**src/rtl/fifo_stream_reader.sv**
```systemverilog
// fifo_stream_reader: turns a synchronous FIFO read port into a valid/ready stream via a 2-entry holding buffer
module fifo_stream_reader #(
    parameter int WIDTH     = 8,
    parameter int CNT_WIDTH = 16
) (
    input  logic                 clk_i,
    input  logic                 rst_ni,
    output logic                 rd_en_o,
    input  logic [WIDTH-1:0]     rdata_i,
    input  logic                 empty_i,
    output logic                 valid_o,
    output logic [WIDTH-1:0]     data_o,
    input  logic                 ready_i,
    input  logic                 flush_i,
    output logic [CNT_WIDTH-1:0] count_o
);
    logic [WIDTH-1:0] mem [2];
    logic             head;
    logic             tail;
    logic [1:0]       held;
    logic             inflight;
    logic [1:0]       used;
    logic             pop;
    logic             capture;

    assign valid_o = held != 2'd0;
    assign data_o  = valid_o ? mem[head] : '0;
    assign pop     = valid_o && ready_i && !flush_i;
    assign capture = inflight && !flush_i;
    assign used    = held + 2'(inflight);
    // a slot is free if fewer than two words are held or in flight, or one leaves this cycle
    assign rd_en_o = rst_ni && !flush_i && !empty_i && (used < 2'd2 || pop);

    // holding buffer, in-flight tracking and delivered-word counter
    always_ff @(posedge clk_i or negedge rst_ni) begin
        if (!rst_ni) begin
            mem[0]   <= '0;
            mem[1]   <= '0;
            head     <= 1'b0;
            tail     <= 1'b0;
            held     <= 2'd0;
            inflight <= 1'b0;
            count_o  <= '0;
        end else begin
            inflight <= rd_en_o;
            if (flush_i) begin
                held <= 2'd0;
                head <= 1'b0;
                tail <= 1'b0;
            end else begin
                held <= held + 2'(capture) - 2'(pop);
                if (capture) begin
                    mem[tail] <= rdata_i;
                    tail      <= ~tail;
                end
                if (pop) begin
                    head    <= ~head;
                    count_o <= count_o + CNT_WIDTH'(1);
                end
            end
        end
    end
endmodule

```
**config.mk**
```make
export PLATFORM = sky130hd
export DESIGN_NAME = fifo_stream_reader
export DESIGN_NICKNAME = d
export VERILOG_FILES = /design/src/rtl/fifo_stream_reader.sv
export SDC_FILE = /design/constraint.sdc
export NUM_CORES = 1
export LEC_CHECK = 0
export BUFFER_PORTS_ARGS = -buffer_cell sky130_fd_sc_hd__buf_2
export CAP_MARGIN = 20
export CORE_MARGIN = 2
export CORE_UTILIZATION = 55
export CTS_BUF_LIST = sky130_fd_sc_hd__clkbuf_4 sky130_fd_sc_hd__clkbuf_8
export DETAILED_ROUTE_END_ITERATION = 10
export PLACE_DENSITY = 0.81
export SETUP_SLACK_MARGIN = 0.02
export SLEW_MARGIN = 20
export SYNTH_ARGS = -nofsm -noshare
export SYNTH_HDL_FRONTEND = slang
export SYNTH_SLANG_ARGS = --single-unit
```
**constraint.sdc**
```tcl
create_clock -name clk_i -period 2 [get_ports clk_i]
set_clock_uncertainty 0.05 [all_clocks]
set_input_delay 0.2 -clock clk_i [delete_from_list [all_inputs] [get_ports clk_i]]
set_output_delay 0.2 -clock clk_i [all_outputs]
set_load 0.01 [all_outputs]
```
## Word-level counts from Yosys, hierarchy flattened

Cells that the tools add are included.

| operators by class | value |
|---|---|
| add/sub/neg operators | 4 |
| order comparisons | 4 |
| multiplexer cells | 12 |
| bitwise logic cells | 5 |
| reductions and logical operators | 15 |

Operators with widths:

| cell | number |
|---|---|
| two-way mux 8 bit | 5 |
| adder 16 x 1 -> 16 bit, second input constant | 1 |
| bitwise mux 16 bit | 1 |
| demux 8 bit (select 1 bit) | 1 |
| logical AND 1 bit | 7 |
| nonzero test 2 bit | 3 |
| adder 2 x 1 -> 2 bit | 2 |
| greater-or-equal comparator 2 bit, second input constant | 2 |
| two-way mux 1 bit | 4 |
| NOT 1 -> 2 bit | 2 |
| AND reduction 2 bit | 2 |
| NOT 1 bit | 3 |
| zero test 1 bit | 2 |
| less-than comparator 2 x 1 -> 1 bit, second input constant | 1 |
| less-than comparator 2 bit, second input constant | 1 |
| two-way mux 2 bit | 1 |
| subtractor 2 x 1 -> 2 bit | 1 |
| logical OR 1 bit | 1 |

| storage, ports and cells | value |
|---|---|
| bits in registers | 37 |
| input port bits | 13 |
| logic and storage cells | 47 |

## Longest topological paths before layout

Gate-level depths: netlist (run 1).

| logic depth | value |
|---|---|
| depth after elaboration | 6 |
| depth in mapped cells | 8 |
| gate-level depth less buffers | 7 |

## Worst setup path after synthesis (run 1)

No wires, ideal clock.

| timing | value |
|---|---|
| path kind | reg2reg |
| start | register held[1] |
| end | register held[0] |
| setup time | 0.118 ns |
| arrival | 1.576 ns |
| data required time | 1.832 ns |
| slack | 0.256 ns |
| stages on the path, launching flop included | 8 |
| path buffers | 1 |
| clock period less this slack | 1.744 ns |
| cells stage by stage | dfrtp_1 o21a_2 nor2b_1 buf_2 ha_1 inv_1 ha_1 nor2b_1 |

| between the ends | value |
|---|---|
| longest elaborated chain between the ends | 5 |

Ends and longest elaborated chain:

| element | RTL line | source |
|---|---|---|
| start, declared | 20 | `logic [1:0] held;` |
| start signal, assigned | 51 | `held <= held + 2'(capture) - 2'(pop);` |
| nonzero test 2 bit | 26 | `assign valid_o = held != 2'd0;` |
| logical AND 1 bit (2 in a row) | 28 | `assign pop = valid_o && ready_i && !flush_i;` |
| subtractor 2 x 1 -> 2 bit | 51 |  |
| two-way mux 2 bit | 46 | `if (flush_i) begin` |

Every way passes these cells.
A chain may end at the register's enable or synchronous reset.

## Worst setup path in the final report (run 1)

| timing | value |
|---|---|
| start | register held[0] |
| end | output port rd_en_o |

| between the ends | value |
|---|---|
| longest elaborated chain between the ends | 5 |
| elaborated cells on any way between the ends | 7 |
| classes of those cells | add/sub (1); order compare (1); reduce/logical (5) |

Ends and longest elaborated chain:

| element | RTL line | source |
|---|---|---|
| parallel branches: the longest is 3 deep, another holds adder 2 x 1 -> 2 bit | n/a |  |
| logical OR 1 bit * | 32 | `assign rd_en_o = rst_ni && !flush_i && !empty_i && (used < 2'd2 \|\| pop);` |
| logical AND 1 bit * | 32 |  |
| end, declared | 8 | `output logic rd_en_o,` |

Mark *: on every way between the ends.

==> flow_summary_export.csv, run 1 <==
group,metric,value,unit
global_route,grt_overflow,0,
yosys,async_flop_share,100,%
worst_setup_path,cp-end-kind,"output pin",
sta,final.setup.worst_slack,0.128,ns
sta,layout_min_cycle_time,1.87,ns
final_layout,multi_input_area,788,sq um
power,p_leak,0.00109,uW
worst_setup_path,path_max_fanout,3,
die,die_area,3610,sq um
die,ios,39,
run,cap_violations,0,
worst_setup_path,critPathKind,"register to output pin",
sta,fin_crit_sh,93.6,%
global_route,grt_usage,19.3,%
clock_network,cts-root-buf,"clkbuf_4",
yosys,synth_cell_types,25,
final_layout,drive_gt1_share,40.7,%
die,fp-row-count,20,
yosys,synth_nets,154,
final_layout,ff_latch_area,926,sq um
yosys,syn-cell-area,1730,sq um
yosys,synth_cells,138,
power,p_comb_share,16.3,%
route,wl,3020,um
yosys,synth_top_area_cell,"dfrtp_1",
global_route,grt_pass1_vias,1097,
power,p_seq_share,53.8,%
place,place_ws,0.289,ns
sta,rsz0062_at_grt,"no",
yosys,synth-edff-count,0,
yosys,avgSynthCellArea,12.5,sq um
route,vias_per_cell,5.03,
clock_network,cts.path.max_buffers,2,
sta,fmax,534,MHz
yosys,yosysWarnings,0,
final_layout,n_fill_cell,223,
clock_network,numClockSinks,37,
clock_network,tritoncts.num_buffers,5,
place,portBuffers,38,
route,ant_nets,0,
yosys,synthTopCellsByArea,"dfrtp_1 54%, mux2_2 11%, xnor2_1 5.6%, mux2i_1 4.6%, xor2_1 4.6%",
yosys,synth_flop_cell,"dfrtp_1",
route,drc_errors,0,
clock_network,clk_pin_slew,0.11,ns
sta,setup-violations-final,0,
worst_setup_path,critPathRequiredTime,1.75,ns
sta,tightest_slew,0.499,ns
global_route,grt_pass1_wl,4920,um
sta,finalHoldViolCount,0,
yosys,ys_ff_latch,37,
die,coreArea,3030,sq um
final_layout,fin_nets,204,
worst_setup_path,startpoint_type,"register",
global_route,grt_antenna_before_repair,0,
power,power.net_switching,460,uW
run_status,status,"finished, final reports clean",
route,num_vias,1172,
global_route,grt_max_degree,38,
final_layout,syn_to_final_growth,22.6,%
power,powerDensity,811,nW/um^2
power,swShare,26.7,%
yosys,synth_commonest_cells,"37 x dfrtp_1, 17 x mux2_2, 15 x nor2_1",
sta,slew_headroom,66.8,%
place,post-dp-hpwl,2180,um
power,intPower,1260,uW
sta,drv_slew,0,
die,die_height,60.1,um
worst_setup_path,arrival,1.62,ns
yosys,yosysTopAreaCellShare,53.5,%
yosys,ys_seq_area_share,53.5,%
power,p_clk_share,29.9,%
die,die_w,60.1,um
clock_network,cts_tree,"built",
final_layout,antenna_cells,0,
route,dr.pass1.iters,4,
sta,setup_tns,0,ns
die,initial_core_util,57.1,%
clock_network,cts-htree-levels,2,
route,drt_iter0_markers,55,
hold_path,hold_class,"input pin to register",
place,gp_congestion,0.761,
power,vdd_drop_max,0.648,mV
route,wire_per_inst,13.0,um
yosys,post-synth-top-count-cell,"dfrtp_1",
clock_network,clock_latency,0.34,ns
## worst max-delay path, stage by stage, from the launching register on
cell and delay [ns]:
dfrtp_1 0.40, o21a_2 0.21, nor2b_4 0.17, nor2_1 0.06
nor4b_2 0.26, buf_2 0.19
## metal layers
metal  global-route usage (%)  wire, um  vias up
li1                         -         -      569
met1                     24.1      1330      563
met3                     6.71       158        7
met4                     8.89        68        0
met5                        0         0        -
met2                     30.1      1470       33
## cells by family after synthesis
kind of cell / Yosys count / synth area share (%)
XOR/XNOR: 20 / 10.1
multiplexers: 25 / 15.7
flip-flops: 37 / 53.5
AND/OR/NAND/NOR: 45 / 16.3
buffers and inverters: 7 / 1.66
adder cells (fa/ha/maj): 3 / 2.17
AO/OA/AOI/OAI: 1 / 0.507
## sequential cells by signal, indices dropped and copies added, names as in the netlist
name / count
count_o: 16
head: 1
held: 2
inflight: 1
mem: 16
tail: 1
## final cells by class
cell class | instances | area share, %
clock inverter | 3 | 2.18
tap | 44 | 2.60
sequential | 37 | 43.7
inverter | 5 | 0.885
multi-input combinational | 94 | 37.2
timing repair buffer | 45 | 11.7
clock buffer | 5 | 1.77
## placed cells by master, fill, tap and decap left out
| master | synthesis | routed |
|---|---|---|
| nand2b_1 | 1 | 1 |
| dfrtp_1 | 37 | 37 |
| ha_1 | 3 | 3 |
| mux2i_1 | 8 | 8 |
| nand4b_4 | 1 | 1 |
| xor2_1 | 9 | 9 |
| nor3_2 | 1 | 1 |
| and4_4 | 1 | 1 |
| nand3b_1 | 1 | 1 |
| o21a_2 | 1 | 1 |
| xnor2_1 | 11 | 11 |
| inv_1 | 5 | 5 |
| and3_1 | 1 | 1 |
| clkbuf_4 | 0 | 5 |
| clkinvlp_4 | 0 | 1 |
| nand4_1 | 3 | 3 |
| nor2b_4 | 0 | 1 |
| and4_1 | 1 | 1 |
| dlygate4sd3_1 | 0 | 2 |
| nor2b_1 | 2 | 1 |
| bufinv_16 | 0 | 1 |
| buf_2 | 2 | 38 |
| mux2_2 | 17 | 17 |
| nor3_1 | 4 | 4 |
| nand3_1 | 4 | 4 |
| nor2_2 | 1 | 1 |
| nand2_1 | 6 | 6 |
| nor2_1 | 15 | 15 |
| clkinv_4 | 0 | 1 |
| nor4_4 | 2 | 2 |
| nor4b_2 | 0 | 1 |
| buf_4 | 0 | 5 |
## through the flow
step	instances	hold WS [ns]	area, sq um	power, uW	utilization [%]
final	233	0.0490	2120	1720	70.0
after global routing	233	0.0223	2120	1820	70.0
after CTS	231	0.0275	2100	1740	69.3
after detailed placement	221	0.231	1990	1220	65.6
after global placement	221	0.227	1990	1190	65.6
after floorplan	138	-0.146	1730	1100	-
## repair_timing
action	in CTS	in global routing
hold buffers	2	0
resized for setup	2	1
buffers inserted	0	2
hold endpoints to repair	38	0
endpoints found under the setup margin	1	1
## power groups by stage
stage,clock network [uW],registers (uW),logic (uW)
final,514,925,280
after floorplan,0,929,170
after global placement,0,933,260
after detailed placement,0,944,273
after CTS,537,930,278
after global routing,563,940,316
## path summary, 6_finish.rpt
| path | startpoint | endpoint | slack (ns) | depth (start not counted) |
|---|---|---|---|---|
| max reg2reg | held[0]$_DFF_PN0_ | held[1]$_DFF_PN0_ | 0.31 | 7 |
| max | held[0]$_DFF_PN0_ | rd_en_o | 0.13 | 5 |
| min | rdata_i[4] | mem[4]$_DFFE_PN0P_ | 0.05 | 2 |
| min in group asynchronous | rst_ni | mem[13]$_DFFE_PN0P_ | 0.38 | 3 |
| max in group asynchronous | rst_ni | mem[7]$_DFFE_PN0P_ | 1.20 | 3 |
| min reg2reg | count_o[15]$_DFFE_PN0P_ | count_o[15]$_DFFE_PN0P_ | 0.42 | 1 |
(Power assumes the default switching activity.)
==> run 2: changes to the inputs <==
--- a/config.mk
+++ b/config.mk
@@ -12,6 +12,7 @@
 export CTS_BUF_LIST = sky130_fd_sc_hd__clkbuf_4 sky130_fd_sc_hd__clkbuf_8
 export DETAILED_ROUTE_END_ITERATION = 10
 export PLACE_DENSITY = 0.81
+export REMOVE_ABC_BUFFERS = 1
 export SETUP_SLACK_MARGIN = 0.02
 export SLEW_MARGIN = 20
 export SYNTH_ARGS = -nofsm -noshare
==> run 2 against run 1 <==
Compared with the run above: die area did not move; clock-buffer cell count increased by 1; non-clock buffer count did not move; global-route usage up 1.3 points; total power is 2.0% higher; worst setup slack improved by 0.019 ns; critical path depth is 1 higher; sequential share of layout area fell by 0.15 points; combinational power is essentially flat; highest routed layer unchanged.
==> flow_summary_export.csv, run 2 (same netlist as run 1, synthesis figures left out) <==
group,metric,value,unit
run_status,status,"finished, final reports clean",
global_route,grt_pass1_vias,1156,
sta,fmax,540,MHz
worst_setup_path,crit_family,"flip-flops",
final_layout,syn_to_final_growth,23.0,%
final_layout,layout_common_cells,"38 x buf_2, 37 x dfrtp_1, 17 x mux2_2",
die,die_area,3610,sq um
worst_setup_path,r2r_start,"held[0]$_DFF_PN0_",
clock_network,clk_pin_slew,0.11,ns
route,drt_iter0_markers,17,
worst_setup_path,worstSetupStartpoint,"held[0]$_DFF_PN0_",
sta,rsz0062_at_grt,"yes",
route,drc_errors,0,
final_layout,reg_top3,"count_o (16), mem (16), held (2)",
worst_setup_path,r2r_slack,0.31,ns
route,ant_nets,0,
place,gp_congestion,0.782,
die,ios,39,
die,die_w,60.1,um
global_route,grt_overflow,0,
clock_network,cts_tree,"built",
worst_setup_path,critPathKind,"register to output pin",
final_layout,antenna_cells,0,
worst_setup_path,startpoint_type,"register",
sta,slew_headroom,65.7,%
worst_setup_path,cp.depth,6,
route,num_vias,1185,
worst_setup_path,crit_buf_inv,2,
route,dr.pass1.iters,4,
final_layout,final_common_cell,"buf_2",
route,vias_per_cell,5.09,
sta,setup-violations-final,0,
die,die_height,60.1,um
hold_path,hold_class,"input pin to register",
worst_setup_path,arrival,1.60,ns
power,vdd_drop_max,0.478,mV
clock_network,cts-htree-levels,2,
worst_setup_path,crit_end,"rd_en_o",
sta,layout_min_cycle_time,1.85,ns
clock_network,tritoncts.num_buffers,5,
sta,drv_slew,0,
sta,hold_ws,0.0417,ns
worst_setup_path,critPathRequiredTime,1.75,ns
sta,finalHoldViolCount,0,
worst_setup_path,path_max_fanout,3,
place,post-dp-hpwl,2230,um
die,initial_core_util,57.1,%
global_route,grt_usage,20.6,%
final_layout,fin_nets,204,
sta,tightest_slew,0.515,ns
route,wire_per_inst,13.9,um
worst_setup_path,rr_worst_depth,7,
clock_network,numClockSinks,37,
worst_setup_path,cp-end-kind,"output pin",
route,wl,3230,um
clock_network,cts-root-buf,"clkbuf_4",
run,cap_violations,0,
clock_network,clock_latency,0.35,ns
worst_setup_path,max_stage_delay,0.40,ns
die,fp-row-count,20,
power,p_leak,0.00109,uW
global_route,grt_max_degree,38,
final_layout,drive_gt1_share,41.3,%
place,portBuffers,38,
global_route,grt_pass1_wl,5310,um
worst_setup_path,r2r_end,"held[1]$_DFF_PN0_",
global_route,grt_antenna_before_repair,0,
die,coreArea,3030,sq um
power,powerDensity,825,nW/um^2
worst_setup_path,cp_slowest_cell,"dfrtp_1",
clock_network,cts.path.max_buffers,2,
sta,fin_crit_sh,92.6,%
sta,setup_tns,0,ns
worst_setup_path,cp_cell_sequence,"buf_4, nand2_1, xor2_1, nor2_1, nor4b_2, buf_2",
[run 2: cell types whose count changed in the layout (fill, tap and decap cells not counted)]
| cell | change |
|---|---|
| clkbuf_8 | +1 |
| clkinv_4 | -1 |
| nor2_1 | -1 |
| nor2_2 | +1 |
[run 2: stage by stage]
step / std cells / total power [uW] / instance area (sq um) / util [%] / setup slack, ns
6_report: 233 / 1750 / 2130 / 70.2 / 0.147
5_1_grt: 233 / 1860 / 2130 / 70.2 / 0.00844
4_1_cts: 233 / 1770 / 2110 / 69.8 / 0.0238
3_5_place_dp: 220 / 1210 / 1980 / 65.4 / 0.289
3_3_place_gp: 220 / 1190 / 1980 / 65.4 / 0.362
2_1_floorplan: 136 / 1100 / 1720 / - / 0.163
[run 2: timing repair]
item                       CTS  global route
pin swaps                    0             0
resized for setup            1             3
hold buffers                 2             0
hold endpoints to repair    38             0
buffers inserted             3             0
setup endpoints to repair    1            10
[run 2: layout make-up]
class / instances / area, sq um
sequential: 37 / 926
multi-input combinational: 94 / 791
clock inverter: 2 / 37.5
timing repair buffer: 45 / 248
clock buffer: 6 / 51.3
inverter: 5 / 18.8
tap: 44 / 55.1
fill: 228 / 901
[run 2: how the worst min path moves through the flow]
stage	startpoint	to	slack, ns	cells after the start
detailed placement	rst_ni	count_o[5]$_DFFE_PN0P_	0.23	2
floorplan	rst_ni	count_o[0]$_DFFE_PN0P_	-0.15	0
global placement	rst_ni	count_o[5]$_DFFE_PN0P_	0.23	2
CTS	rdata_i[1]	mem[1]$_DFFE_PN0P_	0.03	2
finish	rdata_i[1]	mem[1]$_DFFE_PN0P_	0.04	2
global route	rdata_i[7]	mem[7]$_DFFE_PN0P_	0.02	2
[run 2: power by group]
| part | internal [uW] | total (uW) | switching (uW) |
|---|---|---|---|
| Clock | 297 | 551 | 254 |
| Sequential | 842 | 923 | 81.1 |
| Combinational | 152 | 280 | 128 |
| Total | 1290 | 1750 | 463 |
[run 2: routing by layer]
layer	wire, um	track usage, %
met1	1420	25.5
met2	1610	34.5
met3	171	6.93
met4	33	5.71
met5	0	0
==> run 3: changes to the inputs <==
--- a/config.mk
+++ b/config.mk
@@ -11,10 +11,9 @@
 export CORE_UTILIZATION = 55
 export CTS_BUF_LIST = sky130_fd_sc_hd__clkbuf_4 sky130_fd_sc_hd__clkbuf_8
 export DETAILED_ROUTE_END_ITERATION = 10
-export PLACE_DENSITY = 0.81
+export PLACE_DENSITY = 0.89
 export REMOVE_ABC_BUFFERS = 1
 export SETUP_SLACK_MARGIN = 0.02
-export SLEW_MARGIN = 20
 export SYNTH_ARGS = -nofsm -noshare
 export SYNTH_HDL_FRONTEND = slang
 export SYNTH_SLANG_ARGS = --single-unit
==> constraint.sdc (replaced) <==
create_clock -name clk_i -period 2 [get_ports clk_i]
set_clock_uncertainty 0.05 [all_clocks]
set_input_delay 0.4 -clock clk_i [delete_from_list [all_inputs] [get_ports clk_i]]
set_output_delay 0.4 -clock clk_i [all_outputs]
set_load 0.01 [all_outputs]
==> run 3 against run 2 <==
Compared with the run above: the run now ends with negative setup slack left; routed wire length rose by 7.5%; worst setup slack got worse by 0.15 ns; fmax fell by 7.7%; cell count fell by 0.43%; design area fell by 0.59%; flip-flop and latch count did not move; clock power rose by 0.9%; core utilization fell by 0.41 points; worst hold slack improved by 0.0071 ns; via count rose by 2.6%; critical path type unchanged; critical endpoint unchanged.
==> flow_summary_export.csv, run 3 (same netlist as run 1, synthesis figures left out) <==
group,metric,value,unit
clock_network,cts-htree-levels,2,
sta,setup-violations-final,1,
run_status,status,"finished, violations left",
global_route,grt_pass1_vias,1260,
worst_setup_path,critPathKind,"register to output pin",
worst_setup_path,r2r_slack,0.13,ns
power,vdd_drop_max,0.532,mV
clock_network,cts_tree,"built",
clock_network,tritoncts.num_buffers,5,
global_route,grt_antenna_before_repair,0,
route,drc_errors,0,
die,coreArea,3030,sq um
sta,rsz0062_at_grt,"yes",
die,ios,39,
final_layout,n_fill_cell,225,
route,drt_iter0_markers,31,
place,placed_area,1990,sq um
place,placed_cells,221,
sta,fmax,498,MHz
clock_network,cts.path.max_buffers,2,
route,wl,3480,um
final_layout,antenna_cells,0,
worst_setup_path,path_max_fanout,3,
route,route.met2.wl,1800,um
final_layout,fin_nets,203,
worst_setup_path,rr_worst_depth,8,
route,vias_per_cell,5.24,
global_route,grt_max_degree,38,
power,total_power,1780,uW
route,highest_layer,"met4",
worst_setup_path,worstSetupStartpoint,"held[0]$_DFF_PN0_",
die,initial_core_util,57.1,%
global_route,grt_overflow,0,
clock_network,numClockSinks,37,
route,wl_met3,179,um
sta,slew_headroom,69.6,%
sta,drv_slew,0,
worst_setup_path,crit_end,"rd_en_o",
sta,final.setup.worst_slack,-0.00658,ns
route,met1_length,1420,um
clock_network,clk_pin_slew,0.11,ns
run_status,violations,"negative setup slack",
sta,tightest_slew,0.455,ns
final_layout,stdcell_count,232,
final_layout,reg_top3,"count_o (16), mem (16), held (2)",
place,gp_congestion,0.783,
power,p_leak,0.00109,uW
global_route,grt_pass1_wl,5800,um
worst_setup_path,critPathRequiredTime,1.55,ns
clock_network,cts-root-buf,"clkbuf_4",
place,portBuffers,38,
final_layout,syn_to_final_growth,22.3,%
final_layout,layout_common_cells,"38 x buf_2, 36 x dfrtp_1, 17 x mux2_2",
final_layout,final_common_cell,"buf_2",
die,fp-row-count,20,
route,num_vias,1216,
worst_setup_path,arrival,1.56,ns
sta,fin_crit_sh,100,%
run,cap_violations,0,
worst_setup_path,cp-end-kind,"output pin",
route,dr.pass1.iters,4,
worst_setup_path,startpoint_type,"register",
die,die_w,60.1,um
die,die_area,3610,sq um
place,post-dp-hpwl,2500,um
clock_network,clock_latency,0.35,ns
route,ant_nets,0,
power,powerDensity,841,nW/um^2
final_layout,fin_area,2110,sq um
die,die_height,60.1,um
worst_setup_path,r2r_start,"held[1]$_DFF_PN0_",
worst_setup_path,r2r_end,"held[1]$_DFF_PN0_",
sta,layout_min_cycle_time,2.01,ns
route,wire_per_inst,15.0,um
sta,finalHoldViolCount,0,
final_layout,drive_gt1_share,42.6,%
global_route,grt_usage,22.7,%
hold_path,hold_class,"input pin to async pin",
[run 3: cell types whose count changed in the layout (fill, tap and decap cells not counted), sizes merged]
cell         before  now
dlygate4sd3       2    0
buf              43   44
clkbuf            6    7
clkinvlp          1    0
[run 3: final cells by class]
cell class / count / area, sq um / area share (%)
sequential: 37 / 927 / 43.8
clock inverter: 1 / 30.0 / 1.42
multi-input combinational: 94 / 786 / 37.2
timing repair buffer: 44 / 239 / 11.3
clock buffer: 7 / 58.8 / 2.78
tap: 44 / 55.1 / 2.60
inverter: 5 / 18.8 / 0.888
[run 3: through the flow]
step	worst slack, ns	utilization (%)	hold WS [ns]	TNS (ns)
5_1_grt	-0.109	69.8	0.0762	-0.109
4_1_cts	-0.0178	69.8	0.0491	-0.0178
3_3_place_gp	0.194	65.6	0.412	0
6_report	-0.00658	69.8	0.0488	-0.00658
3_5_place_dp	0.107	65.6	0.415	0
2_1_floorplan	-0.0374	-	0.0544	-0.0374
[run 3: worst min-delay path by stage]
stage,from,end
floorplan,rst_ni,count_o[0]$_DFFE_PN0P_
global route,rst_ni,held[0]$_DFF_PN0_
global placement,count_o[15]$_DFFE_PN0P_,count_o[15]$_DFFE_PN0P_
detailed placement,count_o[15]$_DFFE_PN0P_,count_o[15]$_DFFE_PN0P_
CTS,rst_ni,count_o[11]$_DFFE_PN0P_
finish,rst_ni,held[1]$_DFF_PN0_
[run 3: worst max-delay path: stages (launching register included)]
cell     delay (ns)
dfrtp_1        0.40
buf_6          0.13
nand2_2        0.06
xor2_1         0.14
nor2_1         0.07
nor4b_2        0.25
buf_2          0.18
[run 3: repair_timing]
action,in CTS,in global routing
cloned,0,0
pin swaps,1,0
buffers inserted,3,0
resized for setup,5,0
endpoints found under the setup margin,2,1
hold buffers,0,0
[run 3: power breakdown]
| group | switching, uW | internal (uW) | total [uW] |
|---|---|---|---|
| registers | 89.0 | 842 | 931 |
| clock network | 244 | 312 | 556 |
| logic | 135 | 156 | 291 |
| total | 468 | 1310 | 1780 |
[run 3: metal layers]
metal	track usage (%)	up-vias
met5	0	-
met4	8.57	0
met3	6.71	10
met2	39.9	35
met1	25.8	597
li1	-	574
